## config.mk

```make
export PLATFORM = sky130hd
export DESIGN_NAME = spi_write_snooper
export DESIGN_NICKNAME = d
export VERILOG_FILES = /design/src/rtl/spi_write_snooper.sv
export SDC_FILE = /design/constraint.sdc
export NUM_CORES = 1
export LEC_CHECK = 0
export CAP_MARGIN = 30
export CORE_MARGIN = 1
export CORE_UTILIZATION = 55
export CTS_CLUSTER_DIAMETER = 40
export CTS_CLUSTER_SIZE = 8
export DETAILED_ROUTE_END_ITERATION = 7
export PLACE_DENSITY = 0.85
export SYNTH_ARGS = -nofsm -noshare
export SYNTH_HDL_FRONTEND = slang
export SYNTH_SLANG_ARGS = --single-unit
```

## constraint.sdc

```tcl
create_clock -name cpu_clk -period 2.2 [get_ports cpu_clk]
set_clock_uncertainty 0.05 [all_clocks]
set_input_delay 0.44 -clock cpu_clk [delete_from_list [all_inputs] [get_ports cpu_clk]]
set_output_delay 0.44 -clock cpu_clk [all_outputs]
set_load 0.005 [all_outputs]
```

## src/rtl/spi_write_snooper.sv

```systemverilog
// Passive decoder for the registered SPI RAM bus: tracks cmd/addr/data framing and
// captures CPU writes into the word-aligned LED register as a 32-bit word.
module spi_write_snooper #(
   parameter logic [23:0] MATCH_ADDR = 24'hFFFFFC,
   parameter logic [7:0]  CMD_WRITE  = 8'h02,
   parameter logic [7:0]  CMD_READ   = 8'h03
) (
   input  logic        cpu_clk,
   input  logic        rstn,
   input  logic        spi_select,
   input  logic        spi_mosi,
   output logic [31:0] led_word,
   output logic        word_valid,
   output logic        busy,
   output logic        cmd_err,
   output logic [15:0] txn_count
);

   typedef enum logic [2:0] {SYNC, IDLE, CMD, ADDR, DATA, SKIP} state_t;

   state_t      state, state_nxt;
   logic [4:0]  bit_cnt;
   logic [23:0] sr;
   logic [23:0] byte_addr;
   logic        is_write;
   logic        hit_seen;

   logic [7:0]  cmd_full;
   logic        cmd_ok;
   logic        byte_done;
   logic        hit;

   assign cmd_full  = {sr[6:0], spi_mosi};
   assign cmd_ok    = (cmd_full == CMD_WRITE) || (cmd_full == CMD_READ);
   assign byte_done = (state == DATA) && !spi_select && (bit_cnt[2:0] == 3'd7);
   assign hit       = byte_done && is_write && (byte_addr[23:2] == MATCH_ADDR[23:2]);
   assign busy      = (state != IDLE) && (state != SYNC);

   // Bit 7 of the command is sampled in IDLE, so CMD only sees bits 6..0.
   always_comb begin
      state_nxt = state;
      case (state)
         SYNC: if (spi_select) state_nxt = IDLE;
         IDLE: if (!spi_select) state_nxt = CMD;
         CMD: begin
            if (spi_select)          state_nxt = IDLE;
            else if (bit_cnt == 5'd6) state_nxt = cmd_ok ? ADDR : SKIP;
         end
         ADDR: begin
            if (spi_select)           state_nxt = IDLE;
            else if (bit_cnt == 5'd23) state_nxt = DATA;
         end
         DATA, SKIP: if (spi_select) state_nxt = IDLE;
         default: state_nxt = SYNC;
      endcase
   end

   always_ff @(posedge cpu_clk) begin
      if (!rstn) begin
         state      <= SYNC;
         bit_cnt    <= '0;
         sr         <= '0;
         byte_addr  <= '0;
         is_write   <= 1'b0;
         hit_seen   <= 1'b0;
         led_word   <= '0;
         word_valid <= 1'b0;
         cmd_err    <= 1'b0;
         txn_count  <= '0;
      end else begin
         state      <= state_nxt;
         sr         <= {sr[22:0], spi_mosi};
         word_valid <= 1'b0;
         cmd_err    <= 1'b0;
         if (state_nxt != state || spi_select) bit_cnt <= '0;
         else                                   bit_cnt <= bit_cnt + 5'd1;

         if (state == CMD && state_nxt == ADDR) is_write <= (cmd_full == CMD_WRITE);
         if (state == CMD && state_nxt == SKIP) cmd_err <= 1'b1;
         if (state == ADDR && state_nxt == DATA) begin
            byte_addr <= {sr[22:0], spi_mosi};
            hit_seen  <= 1'b0;
         end

         if (byte_done) begin
            byte_addr <= byte_addr + 24'd1;
            if (hit) begin
               led_word[{byte_addr[1:0], 3'b000} +: 8] <= {sr[6:0], spi_mosi};
               hit_seen <= 1'b1;
            end
         end

         // Deselect ends the transaction; a partial data byte is simply dropped.
         if (state == DATA && spi_select) begin
            txn_count  <= txn_count + 16'd1;
            word_valid <= hit_seen;
            hit_seen   <= 1'b0;
         end
      end
   end

endmodule

```

==> results of run 1 <==
==> layout make-up <==
class                      instances  area (µm²)  share of cell area (%)
multi-input combinational        395        2310                    41.0
sequential                       107        2140                    38.0
timing repair buffer              89         815                    14.5
tap                              105         131                    2.33
clock buffer                      10         128                    2.27
clock inverter                     6        58.8                    1.04
inverter                          13        48.8                   0.866
==> metrics by stage <==
stage / util (%) / power, mW / instance area (µm²) / instances / setup WS, ps
3_5_place_dp: 66.4 / 2.07 / 5430 / 709 / -468
2_1_floorplan: - / 2.05 / 4630 / 551 / 220
6_report: 68.9 / 3.19 / 5630 / 725 / 77.5
4_1_cts: 68.7 / 3.21 / 5620 / 725 / 61.7
5_1_grt: 68.9 / 3.29 / 5630 / 725 / -6.29
3_3_place_gp: 66.4 / 2.07 / 5430 / 709 / -339
==> cells in the final DEF (no fill, tap or decap), types with 3 or more instances in the layout <==
master             n
nor3b_1            3
nand2_1           53
inv_6              3
clkbuf_8           9
and3_1             4
nor3_1            15
a211oi_1           5
nor4_1             4
clkdlybuf4s50_1   53
and2_0             9
xnor2_1            7
ha_1              10
nor2_1            41
buf_4             33
dfxtp_1          107
a31oi_1            9
nor2b_1            3
xor2_1             6
nand2b_1           3
o21ai_1            4
nand3_1           49
nand4_1           17
o21ai_0           48
a21oi_1           29
inv_1             12
a311oi_1           3
or3_1             10
and4_1             4
a22oi_1            6
mux2i_1            3
and2_1            16
==> logic make-up after synthesis <==
| kind of cell | count (synthesis) |
|---|---|
| adder cells (fa/ha/maj) | 10 |
| AO/OA/AOI/OAI | 120 |
| flip-flops | 107 |
| buffers and inverters | 49 |
| AND/OR/NAND/NOR | 248 |
| XOR/XNOR | 13 |
| multiplexers | 4 |
==> sequential cells by signal, indices dropped and copies added, names as in the netlist <==
register    flops
led_word       32
cmd_err         1
hit_seen        1
txn_count      16
bit_cnt         5
sr             23
word_valid      1
byte_addr      24
is_write        1
state           3
==> worst max-delay path, delay by kind of cell, from the launching register on <==
kind,cells,cell delay [ps]
buffers and inverters,2,630
DFF,1,340
and+or+nand+nor,1,300
==> where the power goes <==
part	switching (mW)	internal [mW]	total, mW
combinational	0.0575	0.0271	0.0846
clock	0.723	0.441	1.16
sequential	0.00445	1.94	1.95
total	0.785	2.41	3.19
==> per-layer routing <==
metal  part of all wire, %  up-vias  track usage (%)  routed length [µm]
met5                     0        -                0                   0
met4                   2.3        0             11.7                 259
met3                   5.2       32             5.99                 592
met2                    50      144             47.4                5680
met1                    43     2038             32.8                4920
li1                      -     2091                -                   -
==> synthesized netlist by cell type (9+ instances only) <==
cell type  number  area [µm²]
clkbuf_1       24        90.1
buf_2          10        50.1
a21oi_1        29         145
nor2_1         42         158
nand4_1        17         106
dfxtp_1       107        2140
o21ai_0        48         240
ha_1           10         125
a31oi_1         9        56.3
or3_1          10        62.6
nor3_1         15        75.1
inv_1          12        45.0
and2_1         16         100
nand2_1        53         199
and2_0          9        56.3
nand3_1        49         245
==> path summary, 6_finish.rpt <==
path             endpoint  depth (start not counted)
max reg2reg  byte_addr[1]                          6
max                  busy                          3
min reg2reg        sr[12]                          1
min              state[0]                          2
==> impl_metrics.csv, run 1 <==
group,metric,value,unit
outcome,status,"complete, but fails checks",
outcome,violations,"DRC",
die,rows,33,
placed_design,numPortBuffers,54,
min_path,holdCritStartpoint,"rstn",
worst_setup_path,reg2reg_setup_slack,130,ps
pwr,p_leak,1.93,nW
timing,finalCriticalPeriod,2120,ps
worst_setup_path,rr_startpoint,"bit_cnt[0]",
timing,worst_slew_pin_slew,652,ps
placed_design,gp_congestion,0.841,
detailed_routing,avgRoutedWirePerCell,15.8,µm
timing,slew_headroom,56.5,%
synthesis,synth_cell_type_count,59,
detailed_routing,via_count,4305,
timing,slew_violations,0,
timing,setup_tns,0,ps
synthesis,synthCells,551,
global_route,antenna_found_initial,0,
cts,clock-sinks,107,
worst_setup_path,path_max_fanout,13,
synthesis,synth_mux_area_share,0.891,%
detailed_routing,drtIter0Drc,301,
synthesis,ys_warn_count,0,
synthesis,synth_xor_area_share,2.46,%
global_route,grt_util_all_layers,27.5,%
worst_setup_path,required,1710,ps
synthesis,synth_simple_gate_area_share,28.3,%
timing,finalHoldViolations,0,
timing,fmax,471,MHz
synthesis,synth_edf_count,0,
die,pin_count,55,
synthesis,synth.avg_cell_area,8.41,µm²
die,initial_core_util,56.7,%
synthesis,syn_nets,565,
cts,path_clk_slew,100,ps
worst_setup_path,crit_start,"state[1]",
detailed_routing,antenna_violating_nets_post_route,0,
cts,cts-resized-gates,1,
die,dieArea,8800,µm²
worst_setup_path,cp_cell_sequence,"buf_4, or2_2, clkdlybuf4s50_1",
layout,diodes,0,
worst_setup_path,worst_ep_arrival_time,1630,ps
cts,clock_tree.buffer_depth,2,
cts,post_cts_buffers,0,
worst_setup_path,critPathKind,"reg2out",
detailed_routing,vias_per_cell,5.94,
min_path,hold_path_class,"in2reg",
die,die_w,93.8,µm
cts,clock_latency,380,ps
synthesis,synth_top_family_by_area,"simple AND/OR/NAND/NOR gates",
placed_design,dp_hpwl,8.00,mm
synthesis,synthAdderAreaFrac,2.70,%
cts,cts-root-buf,"clkbuf_8",
job,cap_violations,0,
cts,cts_max_level,3,
pwr,p_per_area,567,nW/µm²
synthesis,synth_area,4630,µm²
detailed_routing,drtPass1Iterations,7,
synthesis,ys_async_sr_fraction,0,%
global_route,grt_pass1_wl,18.9,mm
synthesis,synth-compound-area-share,15.2,%
die,fp.coreArea,8180,µm²
layout,fin_nets,629,
global_route,grt_pass1_vias,4074,
detailed_routing,remaining_drc_errors,1,
detailed_routing,wl,11.4,mm
worst_setup_path,crit_slowest_cell,"clkdlybuf4s50_1",
global_route,overflow,0,
cts,hold_buffers,0,
global_route,grt_max_degree,38,
synthesis,yosys_most_used_dff,"dfxtp_1",
pwr,irDropWorstVdd,0.360,mV
worst_setup_path,cp-start-kind,"register",
timing,setup_viol,0,
layout,fillers,649,
cts,cts_tree,"built",
worst_setup_path,end_kind,"primary output",
synthesis,ys_ff_latch,107,
timing,hold_ws,285,ps
timing,rsz0062_at_grt,"true",
cts,numCtsBuffers,9,
worst_setup_path,slowest_delay,450,ps
synthesis,synth-seq-area-share,46.2,%
layout,drive_gt1_share,10.5,%
layout,layout-area-overhead-vs-synth,21.5,%
timing,fin_crit_sh,96.5,%
die,die_y,93.8,µm
Power figures use the tool's default switching activity.
==> inputs of run 2 (changes only) <==
--- a/config.mk
+++ b/config.mk
@@ -12,6 +12,7 @@
 export CTS_CLUSTER_SIZE = 8
 export DETAILED_ROUTE_END_ITERATION = 7
 export PLACE_DENSITY = 0.85
+export SLEW_MARGIN = 20
 export SYNTH_ARGS = -nofsm -noshare
 export SYNTH_HDL_FRONTEND = slang
 export SYNTH_SLANG_ARGS = --single-unit
==> results of run 2 <==
No change in the layout: final DEF, timing and power equal those of run 1.
==> inputs of run 3 (changes only) <==
--- a/config.mk
+++ b/config.mk
@@ -9,7 +9,6 @@
 export CORE_MARGIN = 1
 export CORE_UTILIZATION = 55
 export CTS_CLUSTER_DIAMETER = 40
-export CTS_CLUSTER_SIZE = 8
 export DETAILED_ROUTE_END_ITERATION = 7
 export PLACE_DENSITY = 0.85
 export SLEW_MARGIN = 20
==> results of run 3 <==
No change in the layout: final DEF, timing and power equal those of run 1.
